`config.mk`:
```
export PLATFORM = sky130hd
export DESIGN_NAME = seven_seg_scanner
export DESIGN_NICKNAME = d
export VERILOG_FILES = /design/src/rtl/seven_seg_scanner.sv
export SDC_FILE = /design/constraint.sdc
export NUM_CORES = 1
export LEC_CHECK = 0
export BUFFER_PORTS_ARGS = -buffer_cell sky130_fd_sc_hd__buf_4
export CORE_MARGIN = 5
export CORE_UTILIZATION = 33
export CTS_CLUSTER_SIZE = 10
export DETAILED_ROUTE_END_ITERATION = 10
export PLACE_DENSITY = 0.59
export SLEW_MARGIN = 20
export SYNTH_ARGS = -nofsm -noshare
export SYNTH_HDL_FRONTEND = slang
export SYNTH_SLANG_ARGS = --single-unit
```
`constraint.sdc`:
```
create_clock -name Clk -period 2 [get_ports Clk]
set_input_delay 0.1 -clock Clk [delete_from_list [all_inputs] [get_ports Clk]]
set_output_delay 0.1 -clock Clk [all_outputs]
set_load 0.005 [all_outputs]
```
`src/rtl/seven_seg_scanner.sv`:
```
// Multiplexed N-digit seven-segment scanner with hex mode and leading-zero blanking.
// Optional per-slot brightness control via SEVEN_SEG_BRIGHTNESS_EN (adds Duty input).
module seven_seg_scanner #(
    parameter int unsigned DIGITS         = 4,
    parameter int unsigned CLK_DIV        = 50000,
    parameter int unsigned SEG_ACTIVE_LOW = 0,
    parameter int unsigned DIG_ACTIVE_LOW = 1
) (
    input  logic                  Clk,
    input  logic                  nReset,
    input  logic [4*DIGITS-1:0]   BCD,
    input  logic                  Load,
    input  logic                  HexMode,
    input  logic                  Blank,
`ifdef SEVEN_SEG_BRIGHTNESS_EN
    input  logic [3:0]            Duty,
`endif
    output logic [6:0]            Segments,
    output logic [DIGITS-1:0]     Anodes
);

    localparam int unsigned PRE_W = (CLK_DIV > 1) ? $clog2(CLK_DIV) : 1;
    localparam int unsigned IDX_W = (DIGITS > 1) ? $clog2(DIGITS) : 1;
    localparam logic [PRE_W-1:0] PRE_LAST = PRE_W'(CLK_DIV - 1);
    localparam logic [IDX_W-1:0] IDX_LAST = IDX_W'(DIGITS - 1);
    localparam logic [6:0] SEG_OFF = (SEG_ACTIVE_LOW != 0) ? 7'h7F : 7'h00;
    localparam logic [DIGITS-1:0] DIG_OFF = (DIG_ACTIVE_LOW != 0) ? {DIGITS{1'b1}} : '0;

    logic [4*DIGITS-1:0] shadow_q, shadow_d;
    logic [PRE_W-1:0]    pre_q, pre_d;
    logic [IDX_W-1:0]    idx_q, idx_d;
    logic                run_q, run_d;
    logic [6:0]          seg_q, seg_d;
    logic [DIGITS-1:0]   an_q, an_d;
`ifdef SEVEN_SEG_BRIGHTNESS_EN
    logic [3:0]          duty_q, duty_d;
`endif

    logic [3:0]          nib;
    logic                zero_above;
    logic [DIGITS-1:0]   lead_zero;
    logic                lz_sel;
    logic [DIGITS-1:0]   onehot;
    logic                an_on;
    logic [6:0]          seg_raw;

    // Active-high gfedcba glyphs; 10..15 only lit in hex mode
    function automatic logic [6:0] decode(input logic [3:0] v, input logic hex);
        logic [6:0] g;
        case (v)
            4'h0: g = 7'b0111111;
            4'h1: g = 7'b0000110;
            4'h2: g = 7'b1011011;
            4'h3: g = 7'b1001111;
            4'h4: g = 7'b1100110;
            4'h5: g = 7'b1101101;
            4'h6: g = 7'b1111101;
            4'h7: g = 7'b0000111;
            4'h8: g = 7'b1111111;
            4'h9: g = 7'b1101111;
            4'hA: g = hex ? 7'b1110111 : 7'b0000000;
            4'hB: g = hex ? 7'b1111100 : 7'b0000000;
            4'hC: g = hex ? 7'b0111001 : 7'b0000000;
            4'hD: g = hex ? 7'b1011110 : 7'b0000000;
            4'hE: g = hex ? 7'b1111001 : 7'b0000000;
            default: g = hex ? 7'b1110001 : 7'b0000000;
        endcase
        return g;
    endfunction

    always_comb begin
        shadow_d = Load ? BCD : shadow_q;
        run_d    = 1'b1;
        pre_d    = pre_q;
        idx_d    = idx_q;
        // Counting starts one cycle after reset release so the first slot lands on edge 2
        if (run_q) begin
            if (pre_q == PRE_LAST) begin
                pre_d = '0;
                idx_d = (idx_q == IDX_LAST) ? '0 : idx_q + IDX_W'(1);
            end else begin
                pre_d = pre_q + PRE_W'(1);
            end
        end

        zero_above = 1'b1;
        lead_zero  = '0;
        for (int i = DIGITS - 1; i >= 0; i--) begin
            zero_above   = zero_above & (shadow_q[4*i +: 4] == 4'h0);
            lead_zero[i] = zero_above;
        end

        nib    = 4'h0;
        lz_sel = 1'b0;
        onehot = '0;
        for (int i = 0; i < DIGITS; i++) begin
            if (idx_q == IDX_W'(i)) begin
                nib       = shadow_q[4*i +: 4];
                lz_sel    = lead_zero[i] && (i != 0);
                onehot[i] = 1'b1;
            end
        end

        seg_raw = (Blank && lz_sel) ? 7'b0000000 : decode(nib, HexMode);
        an_on   = (pre_q != PRE_LAST);
`ifdef SEVEN_SEG_BRIGHTNESS_EN
        duty_d = (pre_q == '0) ? Duty : duty_q;
        an_on  = an_on && (32'(pre_q) < (32'(duty_d) + 32'd1) * (CLK_DIV / 16));
`endif

        seg_d = SEG_OFF;
        an_d  = DIG_OFF;
        if (run_q) begin
            seg_d = (SEG_ACTIVE_LOW != 0) ? ~seg_raw : seg_raw;
            an_d  = an_on ? ((DIG_ACTIVE_LOW != 0) ? ~onehot : onehot) : DIG_OFF;
        end
    end

    always_ff @(posedge Clk or negedge nReset) begin
        if (!nReset) begin
            shadow_q <= '0;
            pre_q    <= '0;
            idx_q    <= '0;
            run_q    <= 1'b0;
            seg_q    <= SEG_OFF;
            an_q     <= DIG_OFF;
`ifdef SEVEN_SEG_BRIGHTNESS_EN
            duty_q   <= 4'hF;
`endif
        end else begin
            shadow_q <= shadow_d;
            pre_q    <= pre_d;
            idx_q    <= idx_d;
            run_q    <= run_d;
            seg_q    <= seg_d;
            an_q     <= an_d;
`ifdef SEVEN_SEG_BRIGHTNESS_EN
            duty_q   <= duty_d;
`endif
        end
    end

    assign Segments = seg_q;
    assign Anodes   = an_q;

endmodule

```
# Word-level counts from Yosys, hierarchy flattened
# Index checks and enable logic that the tools add are counted.
# W data, S select, Z words.
# classes
reduce_logical,7
addsub,2
mux,24
bitwise,3
n_eq_ne,19
# ops
operator,count
$pmux W7 S15,1
$mux W7,7
$eq A4 B4 Y1 const B,7
$mux W4,6
$add A16 B1 Y16 const B,1
$eq A16 B16 Y1 const B,1
$eq A4 B3 Y1 const B,4
$logic_not A4 Y1,4
$mux W16,1
$ne A16 B16 Y1 const B,1
$eq A4 B2 Y1 const B,2
$mux W1,7
$mux W6,1
$eq A2 B2 Y1 const B,2
$eq A4 B1 Y1 const B,1
$not A4 Y4,1
$add A2 B1 Y2 const B,1
$and A1 B1 Y1,2
$eq A2 B1 Y1 const B,1
$logic_not A2 Y1,1
$mux W2,1
$reduce_and A2 Y1,1
$logic_and A1 B1 Y1,1
# totals
ff_bits,46
input_bits,21

# Depth between registers and ports, before layout
# Gate-level depths: netlist of run 1.
# logic_depth
word_depth,9
mapped_depth,10
depth_no_buf,8

# Worst setup path after synthesis of run 1
# Ideal clock, no wire load.
# synth_path
path_kind,register to register
from,reg idx_q[0]
to,"reg seg_q[3], in the netlist Segments[3]"
setup_time_ps,111
stages_incl_launch_ff,9
slack_ps,72
path_buffers,0
arrival_ps,1816
cell_sequence,dfrtp_1 inv_1 ha_1 nor2_1 o211ai_2 o211a_2 nor2_2 o22ai_2 a2111oi_2
# synth_via
elab_chain_len,9
# synth_lines
item,line,source
start: declaration,31,"logic [IDX_W-1:0] idx_q, idx_d;"
start signal: assignment,133,idx_q <= idx_d;
$logic_not A2 Y1,97,if (idx_q == IDX_W'(i)) begin
$mux W4 (4 in a row),97,
"$eq A4 B4 Y1, or another cell as far along",50,case (v)
$pmux W7 S15,50,
$mux W7 *,104,"seg_raw = (Blank && lz_sel) ? 7'b0000000 : decode(nib, HexMode);"
$mux W7 *,113,if (run_q) begin
via seg_d[3],33,"logic [6:0] seg_q, seg_d;"
end signal: assignment,135,seg_q <= seg_d;
end: declaration,33,
# The timed path passes the listed nets; every way through them passes the cells marked *.
# A chain may end at the register's enable or synchronous reset.

# Final worst setup path of run 1
# layout_path
from,reg idx_q[0]
to,"reg seg_q[1], in the netlist Segments[1]"
# The elaborated chain is that of the path after synthesis.

==> impl_metrics.toml, run 1 <==
[clocking]
cts_max_level = 2
path_clk_slew_ns = 0.09
cts.path.max_buffers = 2
cts_num_sinks = 46
cts-root-buf = "clkbuf_8"
cts_made_buffers = 5
tritoncts = "yes"
clk-insertion-delay-late_ns = 0.30

[worst_hold_path]
hp-class = "input pin to register"
whs_endpoint = "shadow_q[9]"
hold_path_depth = 2
min_from = "BCD[9]"

[final_layout]
area_delta_synth_final_pct = 30.2
nFillCells = 646
ff_latch_area_mm2 = 0.00116
antenna_cells = 0
drive_gt1_frac = 0.404
multiInputGateArea_mm2 = 0.00118
fin_nets = 295

[synthesis]
syn-num-nets = 240
synthDistinctLibCells = 53
synth_enable_flop_cells = 0
syn-cell-area_mm2 = 0.00230
ys_async_sr_fraction = 1.00
postSynthCellCount = 214
ys_warn_count = 0
synth_ff_type = "dfrtp_1"
ys_seq_elements = 46
syn_avg_cell_area_um2 = 10.8
yosysSeqAreaShare = 0.502

[global_routing]
grt_util_all_layers = 0.120
antenna_found_initial = 0
overflow = 0
grt_pass1_wl_um = 8350
grt_start_max_net_pins = 47
grt_pass1_vias = 1697

[routing]
dr.pass1.iters = 4
vias = 1748
via_per_inst = 4.78
drc = 0
drt_iter0_markers = 67
routed_wirelength_um = 4830
wl_per_cell_um = 13.2
drtAntennaViolNets = 0

[sta]
rsz0062_at_grt = "yes"
hold_viol = 0
maxSlewViolCount = 0
finalClockSkew_ns = 0.00706
finalSetupViolCount = 0
slew_headroom = 0.616
period_minus_slack_ns = 1.99
fmax_ghz = 0.503
layout_setup_ws_ns = 0.0123
worstMarginPinSlew_ns = 0.576
tns_ns = 0
period_share = 0.994

[setup_path]
reg2reg_depth = 7
cp.required_ns = 2.23
end_kind = "register"
path_max_fanout = 10
worst_r2r_endpoint = "Segments[1]"
worstSetupPathType = "register to register"
rr_startpoint = "idx_q[0]"
worst-r2r-setup-slack_ns = 0.01
cp-start-kind = "register"
worst_ep_arrival_time_ns = 2.22

[power_and_ir_drop]
ir_drop_v = 0.000362
power.density_mw_per_mm2 = 739
p_leak_nw = 1.27

[floorplanning]
start_util = 0.339
num_rows = 30
fp.dieW_um = 93.5
ios = 32
fp.dieH_um = 93.5
core_mm2 = 0.00679
die_area_mm2 = 0.00874

[flow_run]
max-cap-violations = 0

[status]
outcome = "finished clean"

[place]
io_buffers = 31
place_hpwl_um = 3580
pre_cts_ws_ns = -0.0862
gp_congestion = 0.811
## state kept, by name (all words and copies together) (netlist names)
| register | flops |
|---|---|
| Anodes | 4 |
| Segments | 7 |
| idx_q | 2 |
| pre_q | 16 |
| run_q | 1 |
| shadow_q | 16 |
## what timing repair did
item | in CTS | in global routing
hold buffers | 2 | 0
setup buffers | 2 | 3
endpoints found under the hold margin | 43 | 0
pin swaps | 3 | 4
resized for setup | 17 | 9
endpoints found under the setup margin | 7 | 9
## critical path, cell delays in order (launching register included)
cell	delay (ns)
dfrtp_2	0.48
ha_4	0.22
nand3b_1	0.23
a221o_2	0.44
buf_4	0.16
nor3_1	0.14
o21ai_0	0.10
a31oi_1	0.14
## cells in the final DEF, fill, tap and decap left out, types with 3 or more instances in the layout
cell,n
a21oi_1,4
buf_4,53
clkbuf_8,6
dfrtp_1,40
dfstp_2,4
ha_4,4
inv_1,3
mux2_2,17
nand2_1,24
nand3_1,8
nand4_1,7
nor2_1,18
nor2_2,4
nor3_1,4
o211ai_2,3
o21ai_0,5
o21ai_1,4
xnor2_1,8
xor2_1,5
## power by group
part,total [mW],internal [mW],switching (mW)
Sequential,1.16,1.05,0.112
Clock,0.605,0.278,0.327
Combinational,0.451,0.240,0.210
Total,2.21,1.56,0.650
## per-layer routing
layer | track usage | up-vias | wire (um) | share of wire
met2 | 0.188 | 24 | 2270 | 0.47
met3 | 0.0298 | 4 | 152 | 0.031
met5 | 0 | - | 0 | 0
met1 | 0.161 | 838 | 2340 | 0.49
li1 | - | 882 | - | -
met4 | 0.0403 | 0 | 64 | 0.013
## how the worst max path moves through the flow
stage	slack, ns	endpoint	start	depth (start not counted)
after floorplan	0.07	Segments[3]	idx_q[0]	8
after global placement	-0.04	Segments[6]	idx_q[0]	7
after detailed placement	-0.09	Segments[0]	idx_q[1]	7
after CTS	0.003	Segments[1]	idx_q[1]	8
after global routing	-0.08	Segments[6]	idx_q[0]	7
final	0.01	Segments[1]	idx_q[0]	7
## cell usage after synthesis (2+ instances only)
master / instances / area share
a211oi_1: 2 / 0.0065
a21oi_1: 5 / 0.011
buf_4: 2 / 0.0065
clkbuf_1: 3 / 0.0049
dfrtp_1: 42 / 0.46
dfstp_2: 4 / 0.046
ha_1: 5 / 0.027
inv_1: 5 / 0.0082
mux2_2: 17 / 0.083
mux2i_1: 2 / 0.0087
nand2_1: 24 / 0.039
nand2b_1: 2 / 0.0054
nand3_1: 8 / 0.017
nand4_1: 7 / 0.019
nor2_1: 21 / 0.034
nor3_1: 4 / 0.0087
nor4b_1: 2 / 0.0076
o211a_1: 2 / 0.0087
o211ai_2: 3 / 0.016
o21ai_0: 8 / 0.017
o22ai_1: 3 / 0.0082
xnor2_1: 8 / 0.030
xor2_1: 5 / 0.019
## stage by stage
stage	std cells	hold slack [ns]	cell area (um2)	utilization	power, mW
floorplan	214	-0.196	2300	-	1.43
global placement	351	0.140	2740	0.403	1.60
detailed placement	351	0.145	2740	0.403	1.60
CTS	363	0.0156	2950	0.434	2.23
global route	366	0.0174	3000	0.441	2.33
finish	366	0.0199	3000	0.441	2.21
## kinds of logic (layout without fill, tap and decap cells)
logic type / count (synthesis) / in the layout / share of synthesized area
compound gates: 38 / 38 / 0.132
flops: 46 / 46 / 0.502
xor+xnor: 13 / 13 / 0.0495
mux: 19 / 19 / 0.0919
fa+ha+maj: 5 / 5 / 0.0272
other cells: 1 / 1 / 0.00163
simple gates: 80 / 80 / 0.169
buf+inv: 12 / 68 / 0.0266
## layout make-up
class / count / share of cell area
clock inverter: 2 / 0.00418
timing repair buffer: 55 / 0.139
multi-input combinational: 156 / 0.395
sequential: 46 / 0.387
clock buffer: 6 / 0.0276
tap: 96 / 0.0401
inverter: 5 / 0.00710
(Power assumes the default switching activity.)
==> run 2: changes to the inputs <==
--- a/config.mk
+++ b/config.mk
@@ -10,6 +10,7 @@
 export CORE_UTILIZATION = 33
 export CTS_CLUSTER_SIZE = 10
 export DETAILED_ROUTE_END_ITERATION = 10
+export GPL_TIMING_DRIVEN = 0
 export PLACE_DENSITY = 0.59
 export SLEW_MARGIN = 20
 export SYNTH_ARGS = -nofsm -noshare
==> impl_metrics.toml, run 2 (synthesis results as in run 1) <==
[status]
outcome = "finished, violations left"
violations = "negative setup slack"

[final_layout]
layout_commonest_cell = "dfrtp_1"
final_cell_mix = "41 x dfrtp_1, 38 x buf_4, 22 x nand2_1"
drive_gt1_frac = 0.390
finish.utilization = 0.446
antenna_cells = 0
area_delta_synth_final_pct = 31.6
fin_nets = 285

[setup_path]
max_stage_delay_ns = 0.41
worst_ep_arrival_time_ns = 2.21
cp_cell_sequence = "buf_4 > ha_4 > buf_8 > a211oi_4 > a221o_2 > buf_4 > o21ai_0 > a311oi_1"
end_kind = "register"
path_max_fanout = 10
cp.required_ns = 2.19
critPathSlowestCell = "dfrtp_1"
cp-start-kind = "register"
critPathMostFrequentCell = "buf_4"
worstSetupPathType = "register to register"

[routing]
drt_iter0_markers = 86
drc = 0
via_per_inst = 4.85
wl_per_cell_um = 13.4
vias = 1722
drtAntennaViolNets = 0
routed_wirelength_um = 4750
dr.pass1.iters = 4

[flow_run]
max-cap-violations = 0

[place]
io_buffers = 30
place_hpwl_um = 3300
pre_cts_ws_ns = -0.198
gp_congestion = 0.785

[sta]
rsz0062_at_grt = "yes"
worstMarginPinSlew_ns = 0.584
hold_viol = 0
period_share = 1.01
fin_hold_ws_ns = 0.0131
period_minus_slack_ns = 2.02
maxSlewViolCount = 0
slew_headroom = 0.611
finalSetupViolCount = 5
fmax_ghz = 0.494
finalClockSkew_ns = 0.00897
layout_setup_ws_ns = -0.0245

[floorplanning]
die_area_mm2 = 0.00874
fp.dieW_um = 93.5
num_rows = 30
core_mm2 = 0.00679
fp.dieH_um = 93.5
start_util = 0.339
ios = 32

[global_routing]
overflow = 0
grt_util_all_layers = 0.115
grt_pass1_vias = 1736
antenna_found_initial = 0
grt_pass1_wl_um = 8060
grt_start_max_net_pins = 47

[power_and_ir_drop]
seq_power_share = 0.500
ir_drop_v = 0.000301
power.density_mw_per_mm2 = 762
power.switching_uw = 628
comb_power_share = 0.197
p_total_mw = 2.31
p_clk_frac = 0.302
p_sw_frac = 0.272
p_leak_nw = 1.23
p_int_mw = 1.68

[clocking]
path_clk_slew_ns = 0.08
cts_num_sinks = 46
cts.path.max_buffers = 2
clk-insertion-delay-late_ns = 0.29
cts_max_level = 2
cts_made_buffers = 5
tritoncts = "yes"
cts-root-buf = "clkbuf_8"

[worst_hold_path]
hp-class = "input pin to register"
run 2: repair_timing:
action,in CTS,in global routing
endpoints found under the setup margin,7,8
pin swaps,12,10
endpoints found under the hold margin,42,0
setup buffers,5,3
hold buffers,1,0
resized for setup,31,11
run 2: through the flow:
stage / TNS (ns) / instances / cell area, um2
3_5_place_dp: -1.10 / 340 / 2650
3_3_place_gp: -1.14 / 340 / 2650
5_1_grt: -0.721 / 355 / 3030
6_report: -0.0878 / 355 / 3030
4_1_cts: -0.00300 / 352 / 2950
2_1_floorplan: 0 / 214 / 2300
run 2: critical path, delay by kind of cell, from the launching register on:
kind | cells | cell delay, ns
buffers and inverters | 3 | 0.45
AO/OA/AOI/OAI | 4 | 0.88
adder cells (fa/ha/maj) | 1 | 0.17
flip-flops | 1 | 0.41
run 2: final timing paths:
path                       slack (ns)  startpoint           end  depth (start not counted)
max                             -0.02    idx_q[1]   Segments[5]                          8
min                              0.01     BCD[12]  shadow_q[12]                          3
max reg2reg                     -0.02    idx_q[1]   Segments[5]                          8
min reg2reg                      0.51    pre_q[5]      pre_q[5]                          1
max in group asynchronous        1.24      nReset      idx_q[0]                          2
min in group asynchronous        0.33      nReset     pre_q[13]                          2
run 2: area by class of cell:
type                            instances  area [um2]
Clock inverter                          1        30.0
Inverter                                5        21.3
Tap cell                               96         120
Multi-Input combinational cell        156        1270
Clock buffer                            6        82.6
Buffer                                  6        45.0
Fill cell                             636        3770
Sequential cell                        46        1160
Timing Repair Buffer                   39         299
run 2: power groups by stage:
stage	Clock, mW	Combinational (mW)	Sequential, mW
6_report	0.697	0.455	1.15
5_1_grt	0.762	0.510	1.18
4_1_cts	0.725	0.434	1.15
3_5_place_dp	0	0.413	1.16
3_3_place_gp	0	0.405	1.16
2_1_floorplan	0	0.284	1.14
run 2: layer usage:
metal / global-route usage / vias to the layer above / wire length (um)
met5: 0 / - / 0
met4: 0.0427 / 0 / 59
met3: 0.0249 / 4 / 180
met2: 0.183 / 36 / 2250
met1: 0.152 / 830 / 2260
li1: - / 852 / -
==> run 3: changes to the inputs <==
--- a/config.mk
+++ b/config.mk
@@ -5,13 +5,14 @@
 export SDC_FILE = /design/constraint.sdc
 export NUM_CORES = 1
 export LEC_CHECK = 0
+export ABC_AREA = 1
 export BUFFER_PORTS_ARGS = -buffer_cell sky130_fd_sc_hd__buf_4
 export CORE_MARGIN = 5
 export CORE_UTILIZATION = 33
 export CTS_CLUSTER_SIZE = 10
 export DETAILED_ROUTE_END_ITERATION = 10
 export GPL_TIMING_DRIVEN = 0
-export PLACE_DENSITY = 0.59
+export PLACE_DENSITY = 0.58
 export SLEW_MARGIN = 20
 export SYNTH_ARGS = -nofsm -noshare
 export SYNTH_HDL_FRONTEND = slang
==> impl_metrics.toml, run 3 <==
[final_layout]
final_cell_mix = "60 x nand2_1, 42 x dfrtp_1, 39 x inv_1"
drive_gt1_frac = 0.307
fin_nets = 396
area_delta_synth_final_pct = 24.6
multiInputGateArea_mm2 = 0.00136
nFillCells = 785
layout_commonest_cell = "nand2_1"
ff_latch_area_mm2 = 0.00116
antenna_cells = 0

[routing]
wl_per_cell_um = 12.5
routed_wirelength_um = 5920
drtAntennaViolNets = 0
drc = 0
dr.pass1.iters = 4
vias = 2250
drt_iter0_markers = 82
via_per_inst = 4.76

[global_routing]
grt-busiest-layer = "met2"
grt_pass1_wl_um = 10200
antenna_found_initial = 0
met3_usage = 0.0281
grt_pass1_vias = 2221
grt_util_all_layers = 0.125
grtUsageMet1 = 0.165
use_met2 = 0.207
grt_start_max_net_pins = 47
overflow = 0

[sta]
fmax_ghz = 0.523
period_share = 0.957
period_minus_slack_ns = 1.91
worstMarginPinSlew_ns = 0.579
maxSlewViolCount = 0
finalSetupViolCount = 0
hold_viol = 0
tns_ns = 0
slew_headroom = 0.614
fin_hold_ws_ns = 0.00571
finalClockSkew_ns = 0.00836

[clocking]
tritoncts = "yes"
cts-root-buf = "clkbuf_8"
cts_num_sinks = 46
cts_max_level = 2
path_clk_slew_ns = 0.09
cts.path.max_buffers = 2
clk-insertion-delay-late_ns = 0.30
cts_made_buffers = 5

[floorplanning]
die_area_mm2 = 0.00985
fp.dieH_um = 99.2
start_util = 0.340
ios = 32
core_mm2 = 0.00773
fp.dieW_um = 99.2
num_rows = 32

[setup_path]
worst_ep_arrival_time_ns = 2.11
cp_cell_sequence = "buf_4 > ha_4 > inv_4 > nand3_1 > nand2_2 > nand2_2 > nand2_4 > nand2_4 > inv_4 > nand2_4 > o211ai_4 > inv_1 > nand2_1 > inv_1"
path_max_fanout = 6
max_stage_delay_ns = 0.42
cp_top_family = "simple AND/OR/NAND/NOR gates"
critPathSlowestCell = "dfrtp_1"
cp.required_ns = 2.20
critPathMostFrequentCell = "nand2_4"
path_buf_inv = 5
worstSetupPathType = "register to register"
end_kind = "register"
cp-start-kind = "register"

[synthesis]
synth_top_cell_area_share = 0.400
yosysSeqAreaShare = 0.440
postSynthCellCount = 326
synthDistinctLibCells = 36
synth.most_common_cell = "nand2_1"
ys_seq_elements = 46
syn_avg_cell_area_um2 = 8.06
ys_top_cells_by_area = "dfrtp_1 40%, nand2_1 9.0%, inv_1 6.0%"
syn-num-nets = 352
synth_common_cells = "63 x nand2_1, 42 x dfrtp_1, 42 x inv_1, 38 x nor2_1, 20 x nand3_1"
synth_top_area_cell = "dfrtp_1"
synthXorXnorAreaFrac = 0.0100
synth_ff_type = "dfrtp_1"
synth_top_family_by_area = "simple AND/OR/NAND/NOR gates"
synth_enable_flop_cells = 0
ys_warn_count = 0
ys_async_sr_fraction = 1.00
synth-simple-area-share = 0.308
synth_compound_area_frac = 0.102
syn-cell-area_mm2 = 0.00263
synthAdderAreaFrac = 0.0238
synthMuxAreaShare = 0.0300

[place]
gp_congestion = 0.877
place_hpwl_um = 4360
io_buffers = 30

[power_and_ir_drop]
p_leak_nw = 1.57
ir_drop_v = 0.000312
power.density_mw_per_mm2 = 723
p_total_mw = 2.37

[flow_run]
max-cap-violations = 0

[status]
outcome = "finished clean"

[worst_hold_path]
hp-class = "input pin to register"
==> run 3: cell count changes after synthesis, moves of 11 or more <==
cell / change
nand3_1: +12
inv_1: +37
nor2_1: +17
o21ai_0: +11
nand2_1: +39
==> run 3: timing repair <==
item                                    in CTS  in global routing
hold buffers                                 2                  0
resized for setup                            0                 31
setup buffers                                0                  4
hold endpoints to repair                    43                  0
endpoints found under the setup margin       0                  7
==> run 3: metal layers <==
metal  wire length, um  vias up
met2              2790       58
met5                 0        -
met4                48        0
met3               283        4
li1                  -     1139
met1              2810     1049
==> run 3: tightest hold or removal path, stage by stage <==
cell and delay (ns):
buf_4 0.08, nand2_1 0.04, o21ai_0 0.05
==> run 3: logic make-up (layout without fill, tap and decap cells) <==
| logic type | Yosys count | after routing |
|---|---|---|
| other | 1 | 1 |
| adder cells (fa/ha/maj) | 5 | 5 |
| buffers and inverters | 55 | 100 |
| multiplexers | 7 | 7 |
| AO/OA/AOI/OAI | 44 | 44 |
| XOR/XNOR | 3 | 3 |
| flip-flops | 46 | 46 |
| AND/OR/NAND/NOR | 165 | 165 |
==> run 3: area by class of cell <==
class,instances,share of cell area
multi-input cells,225,0.416
flip-flops and latches,46,0.353
repair buffers,37,0.0856
inverters,49,0.0600
well taps,102,0.0390
clock buffers,7,0.0264
plain buffers,6,0.0103
clock inverters,1,0.00917
==> run 3: power breakdown <==
group	switching (mW)	internal, mW
registers	0.0898	1.04
logic	0.303	0.214
clock network	0.313	0.408
total	0.705	1.66
==> run 3: final timing paths <==
kind	cells past startpoint	to	startpoint	slack (ns)
max	14	Segments[6]	idx_q[0]	0.09
min	3	shadow_q[10]	BCD[10]	0.006
max reg2reg	14	Segments[6]	idx_q[0]	0.09
min reg2reg	1	shadow_q[2]	shadow_q[2]	0.52
max in group asynchronous	2	pre_q[10]	nReset	1.26
min in group asynchronous	2	shadow_q[15]	nReset	0.33
==> run 3: metrics by stage <==
step	utilization	std cells	cell area (um2)	worst slack [ns]
floorplan	-	326	2630	0.257
global placement	0.386	458	2980	0.0681
detailed placement	0.386	458	2980	0.0469
CTS	0.403	468	3120	0.0124
global route	0.424	473	3270	-0.0214
finish	0.424	473	3270	0.0865
